File: config.mk
export PLATFORM = sky130hd
export DESIGN_NAME = fu_mult_pipe
export DESIGN_NICKNAME = d
export VERILOG_FILES = /design/src/rtl/fu_mult_pipe_pkg.sv /design/src/rtl/fu_mult_stage.sv /design/src/rtl/fu_mult_pipe.sv
export SDC_FILE = /design/constraint.sdc
export NUM_CORES = 2
export LEC_CHECK = 0
export BUFFER_PORTS_ARGS = -buffer_cell sky130_fd_sc_hd__buf_2
export CAP_MARGIN = 20
export CORE_MARGIN = 5
export CORE_UTILIZATION = 49
export CTS_CLUSTER_DIAMETER = 30
export DETAILED_ROUTE_END_ITERATION = 8
export GPL_TIMING_DRIVEN = 1
export PLACE_DENSITY = 0.65
export RECOVER_POWER = 25
export SLEW_MARGIN = 20
export SYNTH_ARGS = -nofsm -noshare
export SYNTH_HDL_FRONTEND = slang
export SYNTH_SLANG_ARGS = --single-unit
File: constraint.sdc
create_clock -name clock -period 10.8 [get_ports clock]
set_input_delay 1.08 -clock clock [delete_from_list [all_inputs] [get_ports clock]]
set_output_delay 1.08 -clock clock [all_outputs]
set_load 0.005 [all_outputs]
File: src/rtl/fu_mult_pipe_pkg.sv
`default_nettype none
// ============================================================================
//  Module      : fu_mult_pipe_pkg
//  Description : Shared types and helpers for the pipelined multiply unit.
//  Revision    : 1.0
// ============================================================================
package fu_mult_pipe_pkg;

    typedef enum logic [1:0] {
        MUL    = 2'd0,
        MULH   = 2'd1,
        MULHSU = 2'd2,
        MULHU  = 2'd3
    } mult_func_t;

    localparam int MULT_TAG_W = 6;

    function automatic logic rs1_is_signed(input mult_func_t f);
        return (f == MULH) || (f == MULHSU);
    endfunction

    function automatic logic rs2_is_signed(input mult_func_t f);
        return (f == MULH);
    endfunction

endpackage
`default_nettype wire

File: src/rtl/fu_mult_stage.sv
`default_nettype none
// ============================================================================
//  Module      : fu_mult_stage
//  Description : One multiply pipeline stage; folds NUM_BITS multiplier bits
//                into the running product when loaded.
//  Revision    : 1.0
// ============================================================================
module fu_mult_stage
    import fu_mult_pipe_pkg::*;
#(
    parameter int XLEN     = 32,
    parameter int NUM_BITS = 16,
    parameter int TAG_W    = MULT_TAG_W
) (
    input  logic                clock,
    input  logic                reset,
    input  logic                flush,
    input  logic                load_i,
    input  logic                first_i,
    input  logic                valid_i,
    input  logic [TAG_W-1:0]    tag_i,
    input  logic [1:0]          func_i,
    input  logic [2*XLEN-1:0]   mcand_i,
    input  logic [2*XLEN-1:0]   mplier_i,
    input  logic [2*XLEN-1:0]   product_i,
    output logic                valid_o,
    output logic [TAG_W-1:0]    tag_o,
    output logic [1:0]          func_o,
    output logic [2*XLEN-1:0]   mcand_o,
    output logic [2*XLEN-1:0]   mplier_o,
    output logic [2*XLEN-1:0]   product_o
);

    localparam int PW = 2 * XLEN;

    logic              valid_q;
    logic [TAG_W-1:0]  tag_q;
    logic [1:0]        func_q;
    logic [PW-1:0]     mcand_q;
    logic [PW-1:0]     mplier_q;
    logic [PW-1:0]     product_q;
    logic [PW-1:0]     partial;
    logic [PW-1:0]     product_d;

    assign partial   = PW'(mplier_i[NUM_BITS-1:0]) * mcand_i;
    assign product_d = first_i ? partial : (product_i + partial);

    always_ff @(posedge clock or negedge reset) begin
        if (!reset) begin
            valid_q <= 1'b0;
        end else if (flush) begin
            valid_q <= 1'b0;
        end else if (load_i) begin
            valid_q <= valid_i;
        end
    end

    // Datapath is qualified by valid_q only, so it carries no reset.
    always_ff @(posedge clock) begin
        if (load_i) begin
            tag_q     <= tag_i;
            func_q    <= func_i;
            mcand_q   <= mcand_i << NUM_BITS;
            mplier_q  <= mplier_i >> NUM_BITS;
            product_q <= product_d;
        end
    end

    assign valid_o   = valid_q;
    assign tag_o     = tag_q;
    assign func_o    = func_q;
    assign mcand_o   = mcand_q;
    assign mplier_o  = mplier_q;
    assign product_o = product_q;

endmodule
`default_nettype wire

File: src/rtl/fu_mult_pipe.sv
`default_nettype none
// ============================================================================
//  Module      : fu_mult_pipe
//  Description : Pipelined RV32M-style multiplier with valid/ready stall,
//                tag passthrough and flush.
//  Revision    : 1.0
// ============================================================================
module fu_mult_pipe
    import fu_mult_pipe_pkg::*;
#(
    parameter int XLEN      = 32,
    parameter int NUM_STAGE = 4,
    parameter int TAG_W     = MULT_TAG_W
) (
    input  logic              clock,
    input  logic              reset,
    input  logic              flush,
    input  logic              in_valid,
    output logic              in_ready,
    input  logic [1:0]        in_func,
    input  logic [XLEN-1:0]   in_rs1,
    input  logic [XLEN-1:0]   in_rs2,
    input  logic [TAG_W-1:0]  in_tag,
    output logic              out_valid,
    input  logic              out_ready,
    output logic [XLEN-1:0]   out_result,
    output logic [TAG_W-1:0]  out_tag
);

    localparam int PW       = 2 * XLEN;
    localparam int NUM_BITS = PW / NUM_STAGE;
    localparam int LAST     = NUM_STAGE - 1;

    if ((PW % NUM_STAGE) != 0) begin : g_bad_cfg
        $error("fu_mult_pipe: NUM_STAGE must divide 2*XLEN");
    end

    mult_func_t           func_in;
    logic [PW-1:0]        mcand_ext;
    logic [PW-1:0]        mplier_ext;

    logic [NUM_STAGE-1:0] valid_q;
    logic [NUM_STAGE-1:0] up_valid;
    logic [NUM_STAGE-1:0] adv;
    logic [NUM_STAGE-1:0] load;
    logic [TAG_W-1:0]     tag_q      [NUM_STAGE];
    logic [TAG_W-1:0]     up_tag     [NUM_STAGE];
    logic [1:0]           func_q     [NUM_STAGE];
    logic [1:0]           up_func    [NUM_STAGE];
    logic [PW-1:0]        mcand_q    [NUM_STAGE];
    logic [PW-1:0]        up_mcand   [NUM_STAGE];
    logic [PW-1:0]        mplier_q   [NUM_STAGE];
    logic [PW-1:0]        up_mplier  [NUM_STAGE];
    logic [PW-1:0]        product_q  [NUM_STAGE];
    logic [PW-1:0]        up_product [NUM_STAGE];

    assign func_in    = mult_func_t'(in_func);
    assign mcand_ext  = {{XLEN{rs1_is_signed(func_in) & in_rs1[XLEN-1]}}, in_rs1};
    assign mplier_ext = {{XLEN{rs2_is_signed(func_in) & in_rs2[XLEN-1]}}, in_rs2};

    // Stall propagates backwards from the output: a stage moves when the one
    // ahead of it is empty or moving itself.
    always_comb begin
        adv       = '0;
        adv[LAST] = valid_q[LAST] & out_ready;
        for (int k = NUM_STAGE - 2; k >= 0; k--) begin
            adv[k] = valid_q[k] & (~valid_q[k+1] | adv[k+1]);
        end
    end

    assign load = ~valid_q | adv;

    for (genvar k = 0; k < NUM_STAGE; k++) begin : g_stage
        if (k == 0) begin : g_head
            assign up_valid[k]   = in_valid;
            assign up_tag[k]     = in_tag;
            assign up_func[k]    = in_func;
            assign up_mcand[k]   = mcand_ext;
            assign up_mplier[k]  = mplier_ext;
            assign up_product[k] = '0;
        end else begin : g_tail
            assign up_valid[k]   = valid_q[k-1];
            assign up_tag[k]     = tag_q[k-1];
            assign up_func[k]    = func_q[k-1];
            assign up_mcand[k]   = mcand_q[k-1];
            assign up_mplier[k]  = mplier_q[k-1];
            assign up_product[k] = product_q[k-1];
        end

        fu_mult_stage #(
            .XLEN     (XLEN),
            .NUM_BITS (NUM_BITS),
            .TAG_W    (TAG_W)
        ) u_stage (
            .clock     (clock),
            .reset     (reset),
            .flush     (flush),
            .load_i    (load[k]),
            .first_i   (k == 0),
            .valid_i   (up_valid[k]),
            .tag_i     (up_tag[k]),
            .func_i    (up_func[k]),
            .mcand_i   (up_mcand[k]),
            .mplier_i  (up_mplier[k]),
            .product_i (up_product[k]),
            .valid_o   (valid_q[k]),
            .tag_o     (tag_q[k]),
            .func_o    (func_q[k]),
            .mcand_o   (mcand_q[k]),
            .mplier_o  (mplier_q[k]),
            .product_o (product_q[k])
        );
    end

    assign in_ready   = load[0];
    assign out_valid  = valid_q[LAST] & ~flush;
    assign out_tag    = tag_q[LAST];
    assign out_result = (mult_func_t'(func_q[LAST]) == MUL) ? product_q[LAST][XLEN-1:0]
                                                            : product_q[LAST][PW-1:XLEN];

endmodule
`default_nettype wire
Word level (Yosys, flattened, before mapping)
Cells that the tools add are included.
{ "word_totals": {"register_bits": 392, "word_cells": 62, "in_bits": 77} }
{ "classes": {"addsub": 3, "bitwise": 16, "n_mux": 9, "reduce_logical": 6, "n_eq_ne": 2, "multipliers": 4} }
{ "ops": {"columns": ["op", "n"], "rows": [
  ["adder 64 bit", 3],
  ["multiplier 17 x 33 -> 50 bit", 1],
  ["multiplier 16 x 48 -> 48 bit", 1],
  ["multiplier 16 x 32 -> 32 bit", 1],
  ["2-to-1 mux 32 bit", 1],
  ["multiplier 1 x 16 -> 16 bit", 1],
  ["2-to-1 mux 1 bit", 8],
  ["nonzero test 2 bit", 4],
  ["AND 1 bit", 7],
  ["inverter 1 bit", 4],
  ["inverter 4 bit", 1],
  ["bitwise OR 4 bit", 1],
  ["bitwise OR 1 bit", 3],
  ["== test 2 x 1 -> 1 bit, second input constant", 1],
  ["== test 2 bit, second input constant", 1],
  ["logical NOT 2 bit", 1],
  ["logical OR 1 bit", 1]
]} }

Depth between registers and ports, before layout
{ "logic_depth": {"ltp_word": 10, "mapped_depth": 34, "depth_no_buf": 33} }

Hierarchy
From an unflattened synthesis, not the netlist that was laid out.
{ "hier_totals": {"hier_cells": 16032, "hier_area_um2": 146832.1} }
{ "by_module_without_submodules": {"columns": ["module", "area_each_um2", "n_inst", "cells_per_inst"], "rows": [
  ["fu_mult_stage (g_stage[1].u_stage ...)", 36515.0, 2, 3983],
  ["fu_mult_stage (g_stage[0].u_stage)", 36939.2, 1, 4075],
  ["fu_mult_stage (g_stage[3].u_stage)", 36374.9, 1, 3943],
  ["fu_mult_pipe", 488.0, 1, 48]
]} }

Worst setup path after synthesis
No wires, ideal clock.
{ "synth_timing": {"kind": "register -> register", "from": "reg g_stage[0].u_stage.mcand_q[33]", "to": "reg g_stage[1].u_stage.product_q[63] (data pin)", "setup_time_ns": 0.261, "period_less_slack_ns": 7.961, "stages_incl_launch_ff": 32, "slack_ns": 2.839, "t_arrival_ns": 7.700, "path_buffers": 2, "cell_sequence": "edfxtp_1 > clkbuf_1 > nand2_1 > fa_1 > fa_1 > fa_1 > inv_1 > fa_1 > fa_1 > inv_1 > fa_1 > inv_1 > ha_1 > clkbuf_1 > nand4_1 > nor2_1 > nand3_1 > a21oi_1 > nor2b_1 > o21ai_0 > a21oi_1 > o21ba_2 > xnor2_1 > ha_1 > nand2_1 > or2_2 > a211oi_1 > o21bai_1 > a2111o_1 > a221o_1 > xnor2_1 > xnor2_1"} }
{ "synth_between": {"elab_chain_cells": 2} }
{ "synth_lines": {"columns": ["item", "line", "source"], "rows": [
  ["start: declaration", "fu_mult_stage.sv:39", "logic [PW-1:0] mcand_q;"],
  ["start signal: assignment", "fu_mult_stage.sv:63", "mcand_q <= mcand_i << NUM_BITS;"],
  ["multiplier 16 x 48 -> 48 bit", "fu_mult_stage.sv:45", "assign partial = PW'(mplier_i[NUM_BITS-1:0]) * mcand_i;"],
  ["adder 64 bit", "fu_mult_stage.sv:46", "assign product_d = first_i ? partial : (product_i + partial);"],
  ["net g_stage[1].u_stage.product_d[63]", "fu_mult_stage.sv:43", "logic [PW-1:0] product_d;"],
  ["end signal: assignment", "fu_mult_stage.sv:65", "product_q <= product_d;"],
  ["end: declaration", "fu_mult_stage.sv:41", "logic [PW-1:0] product_q;"]
]} }
The timed path passes the listed nets, and every way through them passes these cells.
A chain may end at the register's enable or synchronous reset.

Worst setup path after layout
{ "layout_timing": {"from": "reg g_stage[0].u_stage.mcand_q[27]", "to": "reg g_stage[1].u_stage.product_q[62] (data pin)"} }
Same word-level chain as after synthesis.

==> out/qor.txt <==
status - complete, no violations
layout cells sized above 1 - 4.83%
CP Max Fanout - 17
Core ar. - 120000 um^2
Hold-fix buffers, CTS - 0
PostCTS Resize Cnt - 0
Initial Utilization - 49.5%
Port Buffer Count - 116
final setup violation count - 0
placed insts - 7476
CTS Sinks - 378
M2 GR Usage - 41.8%
Num CTS Buffers - 73
CTS tree - built
Clock Latency Late Sink - 0.64 ns
Max Transition Viols Final - 0
Hold Path Class - in -> async
routability cong. - 0.937
die height - 358 um
setup TNS - 0 ns
Post-DRT Antenna Nets - 0
Synth Register Bits - 378
grt met1 use - 33.7%
RR Startpoint - g_stage[0].u_stage.mcand_o[27]
site row count - 127
Total GRT Usage - 25.3%
EDFF count, synth - 374
Clock Root Buffer - clkbuf_16
antenna violations before repair - 24
Period Utilization, post-route - 89.7%
most common cell after layout, fill and taps aside - inv_1
register area share after synthesis - 19.1%
largest family of logic cells by synthesized area - adder cells
Max Root-Sink Buffers - 3
multiplexer share of the synthesized area - 0.707%
Via Count - 40900
synth unique cells - 67
GRT met3 Usage - 4.61%
Detail Placement HPWL - 126 mm
CP required - 11.11 ns
# nets final - 7578
post-synthesis async set-or-reset flop share - 1.06%
GR peak layer - met2
vias in the first global route - 44200
iteration-0 DRC count of the detailed router - 2915
Setup Crit Path Kind - reg -> reg
Crit path largest cell delay - 0.89 ns
syn_area_per_cell - 10.1 um^2
Mapped Cells - 5903
prevailing post-synth register cell - edfxtp_1
first-pass iteration count of the detailed router - 6
min cycle time layout - 9.69 ns
Vias/cell - 5.38
Worst EP arrival - 10.00 ns
Synth Area in Compound Gates - 6.45%
fmax - 103 MHz
post-synthesis adder-cell area fraction - 48.1%
Max Cap Violations - 0
total wire length - 157 mm
Max-slew headroom - 8.20%
H-tree depth - 3
Worst setup startpoint - g_stage[0].u_stage.mcand_o[27]
Synth Net Count - 7541
fraction of the mapped netlist area in simple logic gates - 12.6%
Synth Area in XOR/XNOR - 3.35%
synthesis-to-finish area growth - 7.89%
post-route core utilization - 53.4%
RSZ-0062 raised after global routing - no
Worst setup EP type - flip-flop
largest net degree at the start of global routing - 75
setup bufs post-CTS - 0
grt ovf - 0
Fillers - 10900
drc violations - 0
Worst-path clk slew - 0.05 ns
Slowest-stage cell, CP - clkbuf_1
most frequent cells in the layout - 1347 x inv_1, 1206 x fa_1, 769 x nand2_1
yosys warns - 0
post-DR wirelength/cell - 20.7 um
die width - 358 um
Mapped Area - 59400 um^2
global-route wire length before repair - 249 mm
I/O pin cnt - 117
Worst-Margin Slew - 1.38 ns
Layout Cells excl Fill - 7612
Clock Skew - 0.0531 ns
Die ar. - 128000 um^2
crit start category - flip-flop
final hold vios - 0
sequential cells by signal (all words and copies together) (netlist names):
| register | cells |
|---|---|
| g_stage.u_stage.product_o | 242 |
| g_stage.u_stage.mcand_o | 81 |
| g_stage.u_stage.tag_o | 24 |
| g_stage.u_stage.mplier_o | 19 |
| g_stage.u_stage.func_o | 8 |
| g_stage.u_stage.valid_o | 4 |
per-stage QoR:
| stage | hold slack (ns) | area [um^2] | setup WS (ns) |
|---|---|---|---|
| floorplan | 0.400 | 59400 | 2.84 |
| global placement | 0.401 | 61600 | 1.46 |
| detailed placement | 0.405 | 61600 | 1.37 |
| CTS | 0.224 | 64200 | 1.36 |
| global route | 0.276 | 64100 | 0.439 |
| finish | 0.281 | 64100 | 1.11 |
cells in the mapped netlist, types with 9 or more instances:
library cell  count  share of area [%]
o21ai_0          95               0.80
clkbuf_1        180                1.1
o211ai_1         18               0.23
a31oi_1          14               0.15
o21bai_1         28               0.35
xnor2_1         167                2.5
nand3_1          49               0.41
nand2_1         771                4.9
nor2b_1          34               0.36
inv_1          1349                8.5
o31ai_1          16               0.20
ha_1            355                7.5
or2_2             9              0.095
xor2_1           60               0.88
mux2_2           32               0.61
nand2b_1         26               0.27
nor3_1           42               0.35
o21a_1           24               0.30
and2_1          435                4.6
nand4_1          12               0.13
edfxtp_1        374                 19
a21oi_1         200                1.7
and3_1           27               0.28
nor2_1          127               0.80
or3_1            13               0.14
a21o_1           88                1.1
a211oi_1         25               0.32
fa_1           1206                 41
worst max-delay path: cells and delay by family (launching register included):
| family | cells | cell delay, ns |
|---|---|---|
| xor gates and xnor gates | 1 | 0.50 |
| and+or+nand+nor | 5 | 1.12 |
| AOI/OAI and AO/OA | 9 | 2.44 |
| buffers and inverters | 7 | 1.26 |
| adders and majority gates | 8 | 3.75 |
| DFF | 1 | 0.31 |
cell families (layout without fill, tap and decap cells):
| group | count (synthesis) | after routing |
|---|---|---|
| and+or+nand+nor | 1571 | 1571 |
| adders and majority gates | 1561 | 1561 |
| buffers and inverters | 1534 | 1630 |
| AOI/OAI and AO/OA | 594 | 594 |
| DFF | 378 | 378 |
| xor gates and xnor gates | 227 | 227 |
| muxes | 38 | 38 |
| other | 0 | 1 |
path summary, 6_finish.rpt:
path,end,slack (ns),depth (start not counted)
max,g_stage[1].u_stage.product_o[62],1.11,30
min,g_stage[3].u_stage.valid_o,0.28,1
max reg2reg,g_stage[1].u_stage.product_o[62],1.11,30
min reg2reg,g_stage[1].u_stage.product_o[15],0.39,0
max in group asynchronous,g_stage[2].u_stage.valid_o,10.33,1
min in group clock,g_stage[1].u_stage.product_o[15],0.39,0
routing by layer:
metal  routed length (um)  up-vias  share of wire (%)
met5                  102        -              0.065
met4                 6450       14                4.1
met3                11300      378                7.2
met2                75200     1382                 48
met1                64400    21000                 41
li1                     -    18200                  -
final cells by class:
class | count | area (um^2) | share of cell area, %
Antenna cell | 1 | 2.50 | 0.00390
Clock buffer | 83 | 1860 | 2.91
Clock inverter | 51 | 721 | 1.12
Inverter | 1349 | 5070 | 7.90
Multi-Input combinational cell | 3991 | 42400 | 66.1
Sequential cell | 378 | 11300 | 17.7
Tap cell | 1612 | 2020 | 3.15
Timing Repair Buffer | 147 | 758 | 1.18
Power is left out: the tool's default activity adds up to more than one toggle a clock period on the data nets, which glitch-free logic cannot reach.
